<file path="config.mk">
export PLATFORM = sky130hd
export DESIGN_NAME = snake_input_controller
export DESIGN_NICKNAME = d
export VERILOG_FILES = /design/src/rtl/snake_input_controller.sv
export SDC_FILE = /design/constraint.sdc
export NUM_CORES = 1
export LEC_CHECK = 0
export BUFFER_PORTS_ARGS = -buffer_cell sky130_fd_sc_hd__buf_2
export CAP_MARGIN = 20
export CORE_UTILIZATION = 31
export CTS_CLUSTER_DIAMETER = 100
export CTS_CLUSTER_SIZE = 20
export DETAILED_ROUTE_END_ITERATION = 10
export MAX_ROUTING_LAYER = met4
export PLACE_DENSITY = 0.55
export SLEW_MARGIN = 20
export SYNTH_ARGS = -nofsm -noshare
export SYNTH_HDL_FRONTEND = slang
export SYNTH_SLANG_ARGS = --single-unit
</file>
<file path="constraint.sdc">
create_clock -name clk -period 2.2 [get_ports clk]
set_clock_uncertainty 0.05 [all_clocks]
set_input_delay 0.22 -clock clk [delete_from_list [all_inputs] [get_ports clk]]
set_output_delay 0.22 -clock clk [all_outputs]
set_load 0.02 [all_outputs]
</file>
<file path="src/rtl/snake_input_controller.sv">
// Direction/pause button front end for the snake game: synchronizes and debounces
// the raw buttons, filters 180-degree reversals and emits the periodic game-step strobe.
module snake_input_controller #(
    parameter int DEBOUNCE_CYCLES = 1_000_000,
    parameter int TICK_CYCLES     = 5_000_000
) (
    input  logic       clk,
    input  logic       rst_n,
    input  logic [3:0] key_n,
    input  logic       pause_key_n,
    output logic [1:0] dir,
    output logic       tick,
    output logic       paused
);

    localparam int NUM_BTN   = 5;
    localparam int PAUSE_IDX = 4;
    localparam int DB_W      = $clog2(DEBOUNCE_CYCLES);
    localparam int TK_W      = $clog2(TICK_CYCLES);

    localparam logic [DB_W-1:0] DB_LAST = DB_W'(DEBOUNCE_CYCLES - 1);
    localparam logic [TK_W-1:0] TK_LAST = TK_W'(TICK_CYCLES - 1);

    localparam logic [1:0] DIR_UP    = 2'b00;
    localparam logic [1:0] DIR_RIGHT = 2'b01;
    localparam logic [1:0] DIR_DOWN  = 2'b10;
    localparam logic [1:0] DIR_LEFT  = 2'b11;

    typedef enum logic {
        ST_RUN    = 1'b0,
        ST_PAUSED = 1'b1
    } state_t;

    // Button synchronizers, index 4 is the pause button.
    logic [NUM_BTN-1:0] sync1_q;
    logic [NUM_BTN-1:0] sync2_q;

    // Debounce state.
    logic [NUM_BTN-1:0]           stable_q;
    logic [NUM_BTN-1:0]           stable_d;
    logic [NUM_BTN-1:0][DB_W-1:0] db_cnt_q;
    logic [NUM_BTN-1:0][DB_W-1:0] db_cnt_d;
    logic [NUM_BTN-1:0]           press;

    // Heading selection and step control.
    logic       dir_ev;
    logic [1:0] req_dir;
    logic       pause_ev;
    logic       terminal;
    logic       commit;
    logic [1:0] ref_dir;

    state_t          state_q;
    state_t          state_d;
    logic [TK_W-1:0] tick_cnt_q;
    logic [TK_W-1:0] tick_cnt_d;
    logic [1:0]      pending_q;
    logic [1:0]      pending_d;
    logic [1:0]      dir_q;
    logic [1:0]      dir_d;
    logic            tick_q;
    logic            tick_d;

    // NOTE: sequential state is written with non-blocking assignments only, so every
    // flop samples the pre-edge value of its neighbours (the two-flop chain depends on it).
    always_ff @(posedge clk or negedge rst_n) begin
        if (!rst_n) begin
            sync1_q <= '1;
            sync2_q <= '1;
        end else begin
            sync1_q <= {pause_key_n, key_n};
            sync2_q <= sync1_q;
        end
    end

    // NOTE: every signal assigned in always_comb gets a default first; a path that
    // leaves one unassigned would infer a latch.
    always_comb begin
        stable_d = stable_q;
        db_cnt_d = db_cnt_q;
        press    = '0;
        for (int i = 0; i < NUM_BTN; i++) begin
            if (sync2_q[i] == stable_q[i]) begin
                db_cnt_d[i] = '0;
            end else if (db_cnt_q[i] == DB_LAST) begin
                stable_d[i] = sync2_q[i];
                db_cnt_d[i] = '0;
                press[i]    = stable_q[i];
            end else begin
                db_cnt_d[i] = db_cnt_q[i] + 1'b1;
            end
        end
    end

    always_ff @(posedge clk or negedge rst_n) begin
        if (!rst_n) begin
            stable_q <= '1;
            db_cnt_q <= '0;
        end else begin
            stable_q <= stable_d;
            db_cnt_q <= db_cnt_d;
        end
    end

    // Simultaneous direction presses resolve as up > right > down > left.
    always_comb begin
        req_dir = DIR_UP;
        if (press[0]) begin
            req_dir = DIR_UP;
        end else if (press[1]) begin
            req_dir = DIR_RIGHT;
        end else if (press[2]) begin
            req_dir = DIR_DOWN;
        end else if (press[3]) begin
            req_dir = DIR_LEFT;
        end
    end

    assign dir_ev   = |press[3:0];
    assign pause_ev = press[PAUSE_IDX];
    assign terminal = (tick_cnt_q == TK_LAST);

    always_comb begin
        state_d    = state_q;
        tick_cnt_d = tick_cnt_q;
        pending_d  = pending_q;
        dir_d      = dir_q;
        commit     = 1'b0;
        ref_dir    = dir_q;

        case (state_q)
            ST_RUN: begin
                // Entering pause freezes the timer and swallows a coincident tick.
                if (pause_ev) begin
                    state_d = ST_PAUSED;
                end else begin
                    commit     = terminal;
                    tick_cnt_d = terminal ? '0 : tick_cnt_q + 1'b1;
                end
            end
            ST_PAUSED: begin
                if (pause_ev) begin
                    state_d    = ST_RUN;
                    tick_cnt_d = '0;
                end
            end
            default: state_d = ST_RUN;
        endcase

        // On a commit edge the heading being committed is the reversal reference.
        if (commit) begin
            dir_d   = pending_q;
            ref_dir = pending_q;
        end

        if ((state_q == ST_RUN) && dir_ev && (req_dir != (ref_dir ^ 2'b10))) begin
            pending_d = req_dir;
        end
    end

    assign tick_d = commit;

    always_ff @(posedge clk or negedge rst_n) begin
        if (!rst_n) begin
            state_q    <= ST_RUN;
            tick_cnt_q <= '0;
            pending_q  <= DIR_RIGHT;
            dir_q      <= DIR_RIGHT;
            tick_q     <= 1'b0;
        end else begin
            state_q    <= state_d;
            tick_cnt_q <= tick_cnt_d;
            pending_q  <= pending_d;
            dir_q      <= dir_d;
            tick_q     <= tick_d;
        end
    end

    assign dir    = dir_q;
    assign tick   = tick_q;
    assign paused = (state_q == ST_PAUSED);

endmodule

</file>
Yosys cells after proc, flatten, opt, wreduce, memory -nomap -nowiden --
Cells that the tools add are included.
Operators by class: $add $sub $neg 6, multipliers 0, divide/modulo/power cells 0, magnitude comparators 0, equal/unequal tests 14, shift-type cells 0, mux-type cells 34, bitwise logic cells 7, reductions and logical operators 9
Operators by type and width (number):
- $mux 20 | 10
- $add 20x1->20 const B | 5
- $eq 20x20->1 const B | 5
- $mux 23 | 3
- $pmux 23 s2 | 1
- $add 23x1->23 const B | 1
- $eq 23x23->1 const B | 1
- $mux 1 | 14
- $reduce_and 2->1 | 6
- $mux 2 | 5
- $not 1->1 | 7
- $eq 1x1->1 | 5
- $ne 2x2->1 const B | 2
- $reduce_or 4->1 | 1
- $logic_and 1x1->1 | 2
- $ne 2x2->1 | 1
- $pmux 1 s2 | 1
Storage, ports and cells: bits in registers 144, latch bits 0, bits in writable memories 0, bits in read-only memories 0, input port bits 7, output and inout bits 4, word-level logic and storage cells 87, memories 0

Depth between registers and ports, before layout --
word-level depth 9, mapped depth 9, mapped depth without buffers 8

Least setup slack after synthesis --
No wires, ideal clock.
kind reg2reg, start point register state_q (netlist: paused), end point register pending_q[1], library setup time 0.126 ns, data arrival time 2.229 ns, path slack -0.206 ns, stages on the path, launching flop included 8, path buffers 1, clock period less this slack 2.406 ns, cells stage by stage dfrtp_1 > buf_6 > or4b_4 > nor3_2 > o311ai_2 > mux2_4 > xor2_1 > o32a_1
Between the ends: word-level cells in the longest chain between the ends 5
Ends and longest elaborated chain:
- start: declaration | RTL line 53 | state_t state_q;
- start signal: assignment | RTL line 171 | state_q <= state_d;
- $mux 1 | RTL line 131 | case (state_q)
- $mux 2 | RTL line 151 | if (commit) begin
- $not 1->1 (no source line)
- $ne 2x2->1 | RTL line 156 | if ((state_q == ST_RUN) && dir_ev && (req_dir != (ref_dir ^ 2'b10))) begin
- $logic_and 1x1->1 * | RTL line 156
- end signal: assignment | RTL line 173 | pending_q <= pending_d;
- end: declaration | RTL line 57 | logic [1:0] pending_q;
Every way passes the cells marked *; elsewhere a longest branch is shown, timed or not. A chain may end at the register's enable or synchronous reset.

Final worst setup path --
start point register tick_cnt_q[17], end point register pending_q[1]
Between the ends: word-level cells in the longest chain between the ends 7
Ends and longest elaborated chain:
- start: declaration | RTL line 55 | logic [TK_W-1:0] tick_cnt_q;
- start signal: assignment | RTL line 172 | tick_cnt_q <= tick_cnt_d;
- $eq 23x23->1 * | RTL line 121 | assign terminal = (tick_cnt_q == TK_LAST);
- $mux 1 * | RTL line 134 | if (pause_ev) begin
- $mux 1 * | RTL line 131
- $mux 2 * | RTL line 151
- $not 1->1 (no source line)
- $ne 2x2->1 * | RTL line 156
- $logic_and 1x1->1 * | RTL line 156
Marks and branches as above.

==> results.sh <==
export IMPL_worst_ir_drop_vdd_v=0.000567
export IMPL_grt_busiest_layer="met2"
export IMPL_max_cap_violations=0
export IMPL_switching_share_pct=21.7
export IMPL_detailedPlacementHpwl_um=9420
export IMPL_routed_via_density=4.68
export IMPL_grt_max_degree=64
export IMPL_globalRouteTotalUtil_pct=13.9
export IMPL_drt_pre_antenna_iters=7
export IMPL_setup_crit_path_kind="flip-flop to flip-flop"
export IMPL_pwr_share_clk_pct=50.6
export IMPL_die_height_um=152
export IMPL_cellInternalPower_uw=4570
export IMPL_syn_area_per_cell_sq_um=9.83
export IMPL_syn_to_final_growth_pct=30.9
export IMPL_post_synth_most_frequent_cells="sky130_fd_sc_hd__dfrtp_1 (127), sky130_fd_sc_hd__nor2_1 (127), sky130_fd_sc_hd__xor2_1 (60), sky130_fd_sc_hd__nand3_1 (52), sky130_fd_sc_hd__nand2_1 (51)"
export IMPL_remaining_drc_errors=2
export IMPL_slew_limit_headroom_pct=74.2
export IMPL_row_count=54
export IMPL_synth_main_ff_cell="sky130_fd_sc_hd__dfrtp_1"
export IMPL_holdWs_ns=0.218
export IMPL_route_vias_total=5251
export IMPL_leakagePower_uw=0.00402
export IMPL_die_w_um=152
export IMPL_arrival_ns=2.55
export IMPL_synth_top_cells_by_area="sky130_fd_sc_hd__dfrtp_1 (46%), sky130_fd_sc_hd__xor2_1 (7.5%), sky130_fd_sc_hd__nor2_1 (6.8%)"
export IMPL_io_pins=11
export IMPL_path_max_fanout=2
export IMPL_globalplace_congestion=0.766
export IMPL_detailedRoute_firstIterationViolations=172
export IMPL_p_seq_share_pct=46.4
export IMPL_synth_enable_flop_cells=0
export IMPL_antenna_found_initial=0
export IMPL_cp_data_required_time_ns=2.45
export IMPL_clkLatencyLatePin_ns=0.42
export IMPL_synth_area_leader_cell="sky130_fd_sc_hd__dfrtp_1"
export IMPL_met1_usage_pct=17.7
export IMPL_core_area_sq_um=22000
export IMPL_synth_top_area_share_pct=45.6
export IMPL_clk_root_buffer_cell="sky130_fd_sc_hd__clkbuf_16"
export IMPL_synthArstFlopShare_pct=100
export IMPL_finalSetupViolCount=7
export IMPL_holdCritPathClass="input port to asynchronous set/reset pin"
export IMPL_final_net_count=843
export IMPL_die_area_sq_um=23100
export IMPL_cellPowerDensity_nw_per_um2=640
export IMPL_antenna_cells=0
export IMPL_synth_seq_area_share_pct=52.0
export IMPL_maximum_frequency_from_static_timing_analysis_mhz=434
export IMPL_grt_use_met3_pct=3.51
export IMPL_yosys_warnings=0
export IMPL_final_hold_viol_count=0
export IMPL_place_ws_ns=-0.171
export IMPL_synth_unique_cells=56
export IMPL_synthCells=709
export IMPL_buffer_ports_inserted=10
export IMPL_grt_ovfl_total=0
export IMPL_failing_checks="design-rule violations, negative setup slack"
export IMPL_floorplan_initialDensity_pct=31.7
export IMPL_postRouteWirelength_um=14300
export IMPL_grt_setup_unrepaired="true"
export IMPL_final_fill_count=2103
export IMPL_grt_util_met2_pct=21.8
export IMPL_wire_length_of_the_first_global_routing_pass_um=25200
export IMPL_share_comb_of_total_power_pct=3.0
export IMPL_final_max_slew_violation_count=0
export IMPL_period_share_pct=105
export IMPL_cts_reportedPaths_clkPinSlew_ns=0.06
export IMPL_worst_slew_pin_slew_ns=0.387
export IMPL_netlist_area_sq_um=6970
export IMPL_final_period_minus_worst_setup_slack_ns=2.30
export IMPL_tritoncts_clock_tree="built"
export IMPL_timing_critical_path_from_type="flip-flop"
export IMPL_layout_cells_sized_above_1_pct=26.9
export IMPL_worst_slack_ns=-0.104
export IMPL_power_switching_uw=1270
export IMPL_postSynthRegisterBits=144
export IMPL_status="complete, but fails checks"
export IMPL_numCtsBuffers=17
export IMPL_cts_sinks=144
export IMPL_fin_util_pct=41.6
export IMPL_wl_per_cell_um=12.7
export IMPL_synth_fp_nets=722
export IMPL_cts_max_path_buffers=2
export IMPL_cts_htree_levels=4
export IMPL_worst_setup_path_end_kind="flip-flop"
export IMPL_grt_pass1_vias=5349
export IMPL_detail_route_antenna_nets=0
[sequential cells by signal, indices dropped and copies added (netlist names)]
register    count
tick            1
stable_q        5
paused          1
dir             2
sync1_q         5
tick_cnt_q     23
db_cnt_q      100
pending_q       2
sync2_q         5
[final cells by class]
class	instances	area, sq um	area share (%)
clock buffer	20	447	4.89
clock inverter	12	156	1.71
inverter	18	67.6	0.740
multi-input combinational	528	3440	37.7
sequential	144	3630	39.7
tap	280	350	3.84
timing repair buffer	121	1040	11.4
[metrics by stage]
stage	cell area [sq um]	TNS (ns)	power, uW	std cells
after global routing	9130	-2.38	6070	1123
final	9130	-0.329	5840	1123
after detailed placement	8070	-0.787	2930	1075
after floorplan	6970	-0.134	2820	709
after global placement	8070	-0.603	2930	1075
after CTS	8920	-0.377	5930	1122
[kinds of logic after synthesis]
group | after synthesis | synth area share, %
fa+ha+maj | 6 | 1.08
mux | 7 | 1.17
buf+inv | 37 | 2.23
xor+xnor | 92 | 11.6
compound gates | 71 | 6.21
simple gates | 352 | 25.8
flops | 144 | 52.0
[layer usage]
metal / routed length [um] / vias up
met5: 0 / -
met4: 129 / 0
met3: 350 / 5
met2: 6630 / 40
met1: 7170 / 2528
li1: - / 2678
[worst max-delay path, cell delays in order, from the launching register on]
cell and delay [ns]:
sky130_fd_sc_hd__dfrtp_1 0.37, sky130_fd_sc_hd__or4bb_1 0.55, sky130_fd_sc_hd__nor3_2 0.24, sky130_fd_sc_hd__o311ai_2 0.16
sky130_fd_sc_hd__mux2_4 0.34, sky130_fd_sc_hd__xor2_1 0.18, sky130_fd_sc_hd__o32a_1 0.30
[power groups by stage]
stage          Clock [uW]  Combinational (uW)  Sequential [uW]
3_5_place_dp            0                 176             2760
4_1_cts              3030                 185             2710
6_report             2950                 177             2710
2_1_floorplan           0                64.5             2760
3_3_place_gp            0                 174             2760
5_1_grt              3150                 208             2710
[layout by cell type, fill, tap and decap left out, types with 6 or more instances in the layout]
cell type,count
sky130_fd_sc_hd__o21ai_1,16
sky130_fd_sc_hd__and3_1,21
sky130_fd_sc_hd__nor2_1,123
sky130_fd_sc_hd__clkbuf_16,17
sky130_fd_sc_hd__nand2_1,51
sky130_fd_sc_hd__or3_1,9
sky130_fd_sc_hd__buf_4,94
sky130_fd_sc_hd__dfstp_2,17
sky130_fd_sc_hd__o21ai_0,9
sky130_fd_sc_hd__dfrtp_1,126
sky130_fd_sc_hd__nand3_1,50
sky130_fd_sc_hd__inv_1,18
sky130_fd_sc_hd__nand2b_1,7
sky130_fd_sc_hd__a21oi_1,13
sky130_fd_sc_hd__o31ai_1,8
sky130_fd_sc_hd__and4_1,6
sky130_fd_sc_hd__or2_2,7
sky130_fd_sc_hd__nand4_1,13
sky130_fd_sc_hd__xor2_1,60
sky130_fd_sc_hd__nor2b_1,6
sky130_fd_sc_hd__dlygate4sd3_1,6
sky130_fd_sc_hd__xnor2_1,31
sky130_fd_sc_hd__buf_2,9
sky130_fd_sc_hd__nor3_1,6
sky130_fd_sc_hd__o21ai_2,9
[worst paths after layout]
kind,end,depth (start not counted),slack (ns),startpoint
worst max-delay path,pending_q[1],6,-0.10,tick_cnt_q[17]
worst min-delay path,tick_cnt_q[3],2,0.22,rst_n
worst max register to register,pending_q[1],6,-0.10,tick_cnt_q[17]
worst min register to register,sync2_q[1],0,0.31,sync1_q[1]
max in group asynchronous,stable_q[3],3,1.18,rst_n
min in group clk,sync2_q[1],0,0.31,sync1_q[1]
[timing repair]
item | in CTS | in global routing
hold endpoints to repair | 38 | 0
setup endpoints to repair | 19 | 43
resized for setup | 30 | 52
setup buffers | 6 | 1
gates cloned | 3 | 0
hold buffers | 6 | 0
pin swaps | 10 | 12
Power figures use the tool's default switching activity.
